<file path="src/rtl/uart_pkg.sv">
// Shared UART constants, frame format and receiver state encoding.
// Both the transmitter and the receiver can import this package.
package uart_pkg;

  localparam int BASE_FREQ      = 50_000_000;
  localparam int BAUD_RATE      = 115_200;
  localparam int COUNTS_PER_BIT = BASE_FREQ / BAUD_RATE;
  localparam int HALF_BIT       = COUNTS_PER_BIT / 2;

  localparam int DATA_BITS   = 8;
  localparam bit PARITY_EVEN = 1'b1;

  typedef enum logic [2:0] {
    RX_IDLE   = 3'd0,
    RX_START  = 3'd1,
    RX_DATA   = 3'd2,
    RX_PARITY = 3'd3,
    RX_STOP   = 3'd4,
    RX_BREAK  = 3'd5
  } rx_state_t;

  // Expected parity bit for a data byte.
  // An odd-parity build would invert the XOR.
  function automatic logic parityOf(input logic [DATA_BITS-1:0] data);
    return (^data) ^ ~PARITY_EVEN;
  endfunction

  function automatic logic majority3(input logic [2:0] s);
    return (s[0] & s[1]) | (s[0] & s[2]) | (s[1] & s[2]);
  endfunction

endpackage

</file>
<file path="src/rtl/uart_sync2.sv">
// Generic two-flop synchroniser for an asynchronous input.
// The reset value is configurable and defaults to the idle-high level.
module uart_sync2 #(
  parameter logic RESET_VAL = 1'b1
) (
  input  logic clk,
  input  logic rst,
  input  logic i_async,
  output logic o_sync
);

  logic r_meta;
  logic r_sync;

  always_ff @(posedge clk) begin
    if (!rst) begin
      r_meta <= RESET_VAL;
      r_sync <= RESET_VAL;
    end else begin
      r_meta <= i_async;
      r_sync <= r_meta;
    end
  end

  assign o_sync = r_sync;

endmodule

</file>
<file path="src/rtl/uart_rx.sv">
// UART receiver: 8 data bits, even parity, 1 stop bit, with a one-cycle valid pulse.
// Optional macro UART_RX_MAJORITY_EN enables 2-of-3 majority sampling of every bit.
module uart_rx
  import uart_pkg::*;
(
  input  logic       clk,
  input  logic       rst,
  input  logic       serial_in,
  output logic [7:0] data_out,
  output logic       data_valid,
  output logic       parity_error,
  output logic       frame_error,
  output logic       busy
);

  logic w_rxS;
  logic w_bitVal;

  uart_sync2 #(.RESET_VAL(1'b1)) u_sync (
    .clk     (clk),
    .rst     (rst),
    .i_async (serial_in),
    .o_sync  (w_rxS)
  );

`ifdef UART_RX_MAJORITY_EN
  // Decisions happen one count late so the sample after nominal is available too.
  localparam logic [15:0] SAMPLE_OFF = 16'd1;
  logic [1:0] r_hist;

  always_ff @(posedge clk) begin
    if (!rst) r_hist <= 2'b11;
    else      r_hist <= {r_hist[0], w_rxS};
  end

  assign w_bitVal = majority3({r_hist, w_rxS});
`else
  localparam logic [15:0] SAMPLE_OFF = 16'd0;
  assign w_bitVal = w_rxS;
`endif

  localparam logic [15:0] HALF_LAST = 16'(HALF_BIT - 1) + SAMPLE_OFF;
  localparam logic [15:0] BIT_LAST  = 16'(COUNTS_PER_BIT - 1) + SAMPLE_OFF;

  rx_state_t   r_state,    w_stateNext;
  logic [15:0] r_count,    w_countNext;
  logic [2:0]  r_bitIndex, w_bitIndexNext;
  logic [7:0]  r_shift,    w_shiftNext;
  logic        r_parBit,   w_parBitNext;
  logic        r_stopBit,  w_stopBitNext;
  logic        r_stopSeen, w_stopSeenNext;
  logic [7:0]  r_data,     w_dataNext;
  logic        r_valid,    w_validNext;
  logic        r_parErr,   w_parErrNext;
  logic        r_frameErr, w_frameErrNext;

  always_ff @(posedge clk) begin
    if (!rst) begin
      r_state    <= RX_IDLE;
      r_count    <= '0;
      r_bitIndex <= '0;
      r_shift    <= '0;
      r_parBit   <= 1'b0;
      r_stopBit  <= 1'b1;
      r_stopSeen <= 1'b0;
      r_data     <= '0;
      r_valid    <= 1'b0;
      r_parErr   <= 1'b0;
      r_frameErr <= 1'b0;
    end else begin
      r_state    <= w_stateNext;
      r_count    <= w_countNext;
      r_bitIndex <= w_bitIndexNext;
      r_shift    <= w_shiftNext;
      r_parBit   <= w_parBitNext;
      r_stopBit  <= w_stopBitNext;
      r_stopSeen <= w_stopSeenNext;
      r_data     <= w_dataNext;
      r_valid    <= w_validNext;
      r_parErr   <= w_parErrNext;
      r_frameErr <= w_frameErrNext;
    end
  end

  // After a sample the count restarts at SAMPLE_OFF, keeping samples exactly one bit apart.
  always_comb begin
    w_stateNext    = r_state;
    w_countNext    = r_count + 16'd1;
    w_bitIndexNext = r_bitIndex;
    w_shiftNext    = r_shift;
    w_parBitNext   = r_parBit;
    w_stopBitNext  = r_stopBit;
    w_stopSeenNext = 1'b0;
    w_dataNext     = r_data;
    w_validNext    = 1'b0;
    w_parErrNext   = r_parErr;
    w_frameErrNext = r_frameErr;

    case (r_state)
      RX_IDLE: begin
        w_countNext = '0;
        if (!w_rxS) w_stateNext = RX_START;
      end
      RX_START: begin
        if (r_count == HALF_LAST) begin
          w_countNext    = SAMPLE_OFF;
          w_bitIndexNext = '0;
          w_stateNext    = w_bitVal ? RX_IDLE : RX_DATA;
        end
      end
      RX_DATA: begin
        if (r_count == BIT_LAST) begin
          w_countNext              = SAMPLE_OFF;
          w_shiftNext[r_bitIndex] = w_bitVal;
          if (r_bitIndex == 3'd7) w_stateNext    = RX_PARITY;
          else                    w_bitIndexNext = r_bitIndex + 3'd1;
        end
      end
      RX_PARITY: begin
        if (r_count == BIT_LAST) begin
          w_countNext  = SAMPLE_OFF;
          w_parBitNext = w_bitVal;
          w_stateNext  = RX_STOP;
        end
      end
      RX_STOP: begin
        if (r_stopSeen) begin
          w_dataNext     = r_shift;
          w_validNext    = 1'b1;
          w_parErrNext   = (parityOf(r_shift) != r_parBit);
          w_frameErrNext = !r_stopBit;
          w_stateNext    = r_stopBit ? RX_IDLE : RX_BREAK;
        end else if (r_count == BIT_LAST) begin
          w_stopBitNext  = w_bitVal;
          w_stopSeenNext = 1'b1;
        end
      end
      RX_BREAK: begin
        w_countNext = '0;
        if (w_rxS) w_stateNext = RX_IDLE;
      end
      default: w_stateNext = RX_IDLE;
    endcase
  end

  assign data_out     = r_data;
  assign data_valid   = r_valid;
  assign parity_error = r_parErr;
  assign frame_error  = r_frameErr;
  assign busy         = (r_state != RX_IDLE);

endmodule

</file>
<file path="config.mk">
export PLATFORM = sky130hd
export DESIGN_NAME = uart_rx
export DESIGN_NICKNAME = d
export VERILOG_FILES = /design/src/rtl/uart_pkg.sv /design/src/rtl/uart_sync2.sv /design/src/rtl/uart_rx.sv
export SDC_FILE = /design/constraint.sdc
export NUM_CORES = 1
export LEC_CHECK = 0
export BUFFER_PORTS_ARGS = -buffer_cell sky130_fd_sc_hd__buf_2
export CAP_MARGIN = 20
export CORE_ASPECT_RATIO = 1.25
export CORE_UTILIZATION = 50
export CTS_CLUSTER_DIAMETER = 100
export CTS_CLUSTER_SIZE = 20
export DETAILED_ROUTE_END_ITERATION = 7
export GPL_TIMING_DRIVEN = 0
export PLACE_DENSITY = 0.68
export SYNTH_ARGS = -nofsm -noshare
export SYNTH_HDL_FRONTEND = slang
export SYNTH_HIERARCHICAL = 1
export SYNTH_SLANG_ARGS = --single-unit
</file>
<file path="constraint.sdc">
create_clock -name clk -period 6 [get_ports clk]
set_clock_uncertainty 0.15 [all_clocks]
set_input_delay 0.3 -clock clk [delete_from_list [all_inputs] [get_ports clk]]
set_output_delay 0.3 -clock clk [all_outputs]
set_load 0.05 [all_outputs]
</file>
==> results.ini, run 1 <==
[status]
run_status=finished, final reports clean

[power]
vdd.ir_drop.worst_uv=167
cellPowerDensity_nw_per_um2=285
total_power_mw=0.696
leakage_power_figure_nw=0.965

[synthesis]
synth_most_common_cell=dfxtp_1
synth-warning-count=6
syn-cell-area_sq_um=2190
netlist_instances=246
netlist.top_cell.by_area=dfxtp_1
synth.distinct_cells=38
netlist_top_cells_count=dfxtp_1, nand2_1, nor2_1
synth-async-reset-ratio=0
postSynth.topFlopCell=dfxtp_1
ys_top_cells_by_area=dfxtp_1, mux2i_1, nand2_1
ys_seq_elements=46
synth.net_count=254
avgSynthCellArea_sq_um=8.91
synth.yosys.seq_area_share=0.420
number_of_flops_mapped_to_enable_cells_by_yosys=0
synth_top_cell_area_share=0.420

[finish]
final-instance-count-excl-fill=324
filler_cell_count=388
layout-drive-gt1-share=0.119
register_area_sq_um=921
fin_nets=275
area_growth_from_synthesis_to_layout_pct=11.4
multi_input_area_sq_um=1200
diodes=0

[drt]
vias=1712
drtIter0Drc=35
via_per_inst=5.28
finalWirelength_mm=4.10
drcViolationCount=0
drt_first_pass_iters=4
wl_per_cell_um=12.7
ant_nets=0

[floorplan]
die_width_um=61.2
die_area_sq_um=4650
io_pins=15
chipHeight_um=76.0
rows=26
coreArea_sq_um=4130
initial_core_util=0.531

[clocking]
h_tree_levels=2
cts_buffers=5
cts_tree=built
clkLatencyLatePin_ps=300
postCtsSetupBuffers=0
clk_pin_slew_worst_paths_ps=80
root_buffer=clkbuf_8
clock-sinks=46
cts.hold.buffers_added=0
post_cts.resized_instances=0
max-clock-path-buffers=2

[global_route]
via_count_of_the_first_global_routing_pass=1590
grt_antenna_before_repair=0
grt_max_degree=15
grt_first_pass_wirelength_mm=6.90
grt_overflow=0
global_route.usage.total=0.196

[worst_hold_path]
timing.hold.worst.class=input pin to flip-flop
worst_hold_path.num_cells=2
holdCritStartpoint=serial_in
whs_endpoint=u_sync/r_meta

[placement]
gp_congestion=0.859
place_hpwl_mm=2.99
io_buffer_count=14
dpl.cell_count=316

[worst_setup_path]
rr_endpoint=r_count[10]
path_class=flip-flop to flip-flop
r2r_cells=6
crit_arrival_ps=2520
worst_r2r_startpoint=r_count[13]
end_kind=flip-flop
r2r_slack_ps=3510
timing.critical_path.fanout_max=10
worstPathRequired_ps=6040
timing.critical_path.from_type=flip-flop

[sta]
finalCritPeriodShare=0.414
clock.fmax_mhz=402
setup-violations-final=0
grt_setup_unrepaired=false
worst_hold_slack_ps=43.1
totalNegativeSetupSlack_ps=0
slew_headroom=0.434
period_minus_slack_ps=2490
timing_max_transition_violations_final=0
worst-slew-pin-transition_ps=847
finalHoldViolCount=0

[run]
max_cap_viols=0

metal layers:
layer	track usage	vias up	share of wire
met2	0.340	29	0.51
li1	-	886	-
met4	0.0795	0	0.024
met1	0.213	788	0.43
met5	0	-	0
met3	0.0577	9	0.029
worst max path at each step:
stage,start,end,slack (ps)
floorplan,r_count[13],r_count[12],3680
global placement,r_count[13],r_count[9],3510
detailed placement,r_count[13],r_count[10],3510
CTS,r_count[13],r_count[0],3500
global route,r_state[1],r_shift[2],3380
finish,r_count[13],r_count[10],3510
placed cells by master, fill, tap and decap left out, types with 4 or more instances in the layout:
cell / n
nand2_1: 32
inv_1: 8
nor2_1: 21
clkbuf_1: 9
o21ai_0: 4
dfxtp_1: 46
and2_1: 4
nor3_1: 5
nor2b_1: 12
a21boi_0: 10
xor2_1: 7
clkbuf_8: 5
nand3_1: 16
buf_2: 14
and3_1: 4
ha_1: 5
xnor2_1: 12
mux2i_1: 12
nand4_1: 7
nand3b_1: 4
flip-flops by register name (all words and copies together), names as in the netlist, 3 cells and up:
signal / flops
r_bitIndex: 3
r_count: 16
r_shift: 8
r_state: 3
data_out: 8
report_power, final:
group	leakage, nW	internal (mW)	switching, mW	total, mW
Sequential	0.371	0.315	0.00732	0.322
Combinational	0.536	0.0526	0.0960	0.149
Clock	0.0579	0.123	0.103	0.226
Total	0.965	0.490	0.206	0.696
layout make-up:
type	instances	share of cell area
plain buffers	10	0.0185
clock buffers	5	0.0282
clock inverters	3	0.0164
inverters	8	0.0123
multi-input cells	182	0.490
flip-flops and latches	46	0.377
well taps	56	0.0287
repair buffers	14	0.0287
cells by family (layout without fill, tap and decap cells):
family | count (synthesis) | count (layout) | synth area share
simple gates | 118 | 118 | 0.280
flops | 46 | 46 | 0.420
compound gates | 27 | 27 | 0.0959
xor+xnor | 20 | 20 | 0.0862
buf+inv | 18 | 40 | 0.0342
mux | 12 | 12 | 0.0548
fa+ha+maj | 5 | 5 | 0.0285
stage by stage:
| stage | utilization | setup slack [ps] | instance area [sq um] |
|---|---|---|---|
| 6_report | 0.591 | 3510 | 2440 |
| 5_1_grt | 0.591 | 3380 | 2440 |
| 4_1_cts | 0.591 | 3500 | 2440 |
| 3_5_place_dp | 0.565 | 3510 | 2330 |
| 3_3_place_gp | 0.565 | 3510 | 2330 |
| 2_1_floorplan | - | 3680 | 2190 |
critical path: stages, from the launching register on:
cell and delay (ps):
dfxtp_1 350, or4_4 570, or4_4 580, a21oi_2 170
a2bb2oi_2 320, buf_6 190, nor2_1 50
(Power assumes the default switching activity.)
==> run 2, diff against run 1 <==
clock period = 2.53 ns   (was 6 ns; I/O delays follow)
==> run 2 against run 1 <==
Against the previous run:
- sequential cell count unchanged
- via count grew 0.88%
- sequential power is 140% higher
- die area stayed put
- power rose by 140%
- setup slack got worse by 3400 ps
- global-route usage increased by 0.10 points
- final area up 2.3%
- critical path type unchanged
- largest cell class unchanged
- largest power group unchanged
==> results.ini, run 2 (synthesized netlist as in run 1, its figures left out) <==
[floorplan]
initial_core_util=0.531
coreArea_sq_um=4130
chipHeight_um=76.0
die_width_um=61.2
die_area_sq_um=4650
io_pins=15
rows=26

[clocking]
clkLatencyLatePin_ps=300
clock-sinks=46
cts_tree=built
postCtsSetupBuffers=0
clk_pin_slew_worst_paths_ps=80
h_tree_levels=2
root_buffer=clkbuf_8
max-clock-path-buffers=2
cts_buffers=5

[power]
vdd.ir_drop.worst_uv=465
total_power_mw=1.67
cellPowerDensity_nw_per_um2=669
leakage_power_figure_nw=0.984

[placement]
dpl.cell_count=316
placement.cell_area_sq_um=2330
io_buffer_count=14
dp_slack_ps=43.4
place_hpwl_mm=2.99
gp_congestion=0.859

[sta]
worst-slew-pin-transition_ps=507
slew_headroom=0.659
period_minus_slack_ps=2450
postLayoutSetupSlackWorst_ps=77.8
timing_max_transition_violations_final=0
clock.fmax_mhz=408
finalHoldViolCount=0
setup-violations-final=0
totalNegativeSetupSlack_ps=0
worst_hold_slack_ps=262
finalCritPeriodShare=0.969

[worst_setup_path]
critical-path-slowest-cell=or4_4
worstPathRequired_ps=2540
timing.critical_path.from_type=flip-flop
timing.critical_path.fanout_max=4
path_class=flip-flop to flip-flop
crit_family=simple AND/OR/NAND/NOR gates
crit_arrival_ps=2460
end_kind=flip-flop
critPathMostFrequentCell=or4_4
worst_path_largest_cell_delay_ps=590
crit_chain=or4_4 -> or4_4 -> o211a_1 -> o311ai_1 -> o41ai_1
crit_buf_inv=0

[drt]
via_per_inst=5.28
wl_per_cell_um=12.5
drtIter0Drc=44
drcViolationCount=0
finalWirelength_mm=4.10
vias=1727
ant_nets=0
drt_first_pass_iters=4

[global_route]
global_route.usage.total=0.197
globalRouteMet2Util=0.343
grt_first_pass_wirelength_mm=6.93
via_count_of_the_first_global_routing_pass=1602
global_route.peak_usage_layer=met2
met1_usage=0.213
grt.met3_usage=0.0577
grt_max_degree=15
grt_antenna_before_repair=0
grt_overflow=0

[finish]
final_util=0.604
multi_input_area_sq_um=1220
largest-register=r_count
largest_register_ff_count=16
final-instance-count-excl-fill=327
register_area_sq_um=921
filler_cell_count=383
post-route-cell-area_sq_um=2500
diodes=0
fin_nets=278
most-common-layout-cells=dfxtp_1, nand2_1, nor2_1
area_growth_from_synthesis_to_layout_pct=13.9
mostFrequentLayoutCell=dfxtp_1
layout-drive-gt1-share=0.122

[worst_hold_path]
timing.hold.worst.class=flip-flop to flip-flop

[status]
run_status=finished, final reports clean

[run]
max_cap_viols=0

## run 2: final cells by class
| class | count | share of cell area |
|---|---|---|
| Clock buffer | 5 | 0.0276 |
| Sequential cell | 46 | 0.369 |
| Inverter | 8 | 0.0120 |
| Multi-Input combinational cell | 182 | 0.489 |
| Tap cell | 56 | 0.0281 |
| Clock inverter | 3 | 0.0160 |
| Timing Repair Buffer | 17 | 0.0401 |
| Buffer | 10 | 0.0180 |
## run 2: routing by layer
layer  up-vias  routed length (um)
li1        895                   -
met1       802                1770
met2        21                2140
met3         9                  95
met4         0                  95
met5         -                   0
## run 2: final timing paths
kind | slack, ps | start | depth (start not counted) | endpoint
max | 80 | r_count[13] | 5 | r_state[0]
min | 260 | u_sync/r_meta | 1 | u_sync/o_sync
max reg2reg | 80 | r_count[13] | 5 | r_state[0]
min reg2reg | 260 | u_sync/r_meta | 1 | u_sync/o_sync
## run 2: timing repair
action	in CTS	in global routing
hold endpoints to repair	2	0
hold buffers	3	0
gates resized for setup	0	3
setup endpoints to repair	0	19
## run 2: power breakdown
part | switching (mW) | leakage (nW) | total [mW] | internal (mW)
combinational | 0.233 | 0.555 | 0.371 | 0.138
clock | 0.243 | 0.0579 | 0.534 | 0.291
sequential | 0.0190 | 0.371 | 0.765 | 0.746
==> run 3, diff against run 2 <==
BUFFER_PORTS_ARGS = -buffer_cell sky130_fd_sc_hd__buf_4   (was -buffer_cell sky130_fd_sc_hd__buf_2)
==> run 3 against run 2 <==
Against the previous run:
- final cell count unchanged
- sequential power about the same
- utilization up 1.2 points
- wire length up 1.7%
- critical path depth unchanged
- maximum frequency up 0.82%
- combinational power up 5.7%
- global-route usage up 1.4 points
- via count up 0.98%
- setup slack better by 20 ps
- critical endpoint unchanged
- largest cell class unchanged
- largest power group unchanged
==> results.ini, run 3 (synthesized netlist as in run 1, its figures left out) <==
[sta]
finalHoldViolCount=0
setup-violations-final=0
slew_headroom=0.484
worst_hold_slack_ps=267
grt_setup_unrepaired=true
clock.fmax_mhz=411
period_minus_slack_ps=2430
timing_max_transition_violations_final=0
finalCritPeriodShare=0.961
worst-slew-pin-transition_ps=772

[clocking]
h_tree_levels=2
clk_pin_slew_worst_paths_ps=70
cts_tree=built
max-clock-path-buffers=2
clkLatencyLatePin_ps=290
clock-sinks=46
root_buffer=clkbuf_8
cts_buffers=5

[power]
leakage_power_figure_nw=0.984
vdd.ir_drop.worst_uv=441
cellPowerDensity_nw_per_um2=669
total_power_mw=1.70

[worst_hold_path]
timing.hold.worst.class=flip-flop to flip-flop
holdCritStartpoint=u_sync/r_meta
whs_endpoint=u_sync/o_sync
worst_hold_path.num_cells=1

[placement]
io_buffer_count=14
gp_congestion=0.847
place_hpwl_mm=3.06

[worst_setup_path]
r2r_cells=5
r2r_slack_ps=100
timing.critical_path.fanout_max=4
rr_endpoint=r_state[0]
crit_arrival_ps=2440
setup.worst_path.start=r_count[13]
timing.critical_path.from_type=flip-flop
path_class=flip-flop to flip-flop
worstPathRequired_ps=2540
worst_r2r_startpoint=r_count[13]
end_kind=flip-flop

[drt]
finalWirelength_mm=4.17
ant_nets=0
drt_first_pass_iters=4
via_per_inst=5.33
vias=1744
drcViolationCount=0
wl_per_cell_um=12.8
drtIter0Drc=67

[finish]
diodes=0
mostFrequentLayoutCell=dfxtp_1
layout-drive-gt1-share=0.122
most-common-layout-cells=dfxtp_1, nand2_1, nor2_1
final_util=0.616
fin_nets=279
largest-register=r_count
largest_register_ff_count=16
area_growth_from_synthesis_to_layout_pct=16.1

[global_route]
global_route.usage.total=0.211
met1_usage=0.238
globalRouteMet2Util=0.359
grt_antenna_before_repair=0
grt_max_degree=14
global_route.peak_usage_layer=met2
via_count_of_the_first_global_routing_pass=1697
grt_first_pass_wirelength_mm=7.45
grt_overflow=0
grt.met3_usage=0.0492

[floorplan]
initial_core_util=0.531
coreArea_sq_um=4130
io_pins=15
die_width_um=61.2
rows=26
chipHeight_um=76.0
die_area_sq_um=4650

[status]
run_status=finished, final reports clean

[run]
max_cap_viols=0

run 3: cell count changes in the layout (fill, tap and decap cells not counted):
| cell | before | now |
|---|---|---|
| o311ai_2 | 0 | 1 |
| o311ai_1 | 1 | 0 |
| clkbuf_8 | 5 | 6 |
| nor3b_2 | 1 | 0 |
| buf_4 | 0 | 15 |
| buf_2 | 14 | 0 |
| nor3b_1 | 0 | 1 |
| clkinv_2 | 2 | 0 |
run 3: power by group:
group	leakage, nW	switching (mW)	internal, mW
Clock	0.0573	0.231	0.316
Sequential	0.371	0.0178	0.746
Combinational	0.556	0.240	0.152
Total	0.984	0.489	1.21
run 3: how the worst max path moves through the flow:
stage | to | slack, ps
2_1_floorplan | r_count[12] | 210
3_3_place_gp | r_count[9] | 40
3_5_place_dp | r_parBit | 20
4_1_cts | r_count[6] | 20
5_1_grt | r_shift[6] | -8
6_report | r_state[0] | 100
run 3: critical path: stages (launching register included):
cell and delay [ps]:
dfxtp_1 350, or4_4 590, or4_4 580, o211a_1 280, o311ai_2 250, o41ai_1 100
run 3: final cells by class:
cell class | count | area, sq um
fill | 372 | 1590
multi-input combinational | 182 | 1220
sequential | 46 | 921
timing repair buffer | 18 | 143
clock buffer | 6 | 82.6
tap | 56 | 70.1
buffer | 10 | 45.0
clock inverter | 1 | 30.0
inverter | 8 | 30.0
run 3: metal layers:
layer	part of all wire	wire length [um]
met5	0	0
met4	0.027	111
met3	0.027	111
met2	0.52	2180
met1	0.42	1770
run 3: timing repair:
item / in CTS / in global routing
buffers inserted: 0 / 1
endpoints found under the setup margin: 0 / 20
endpoints found under the hold margin: 3 / 0
resized for setup: 0 / 3
hold buffers: 3 / 0
run 3: per-stage QoR:
stage | instance area [sq um] | setup TNS, ps | instances | setup WS (ps)
after floorplan | 2190 | 0 | 246 | 212
after global placement | 2370 | 0 | 316 | 44.9
after detailed placement | 2370 | 0 | 316 | 20.8
after CTS | 2510 | 0 | 326 | 15.3
after global routing | 2540 | -8.46 | 327 | -8.46
final | 2540 | 0 | 327 | 97.9
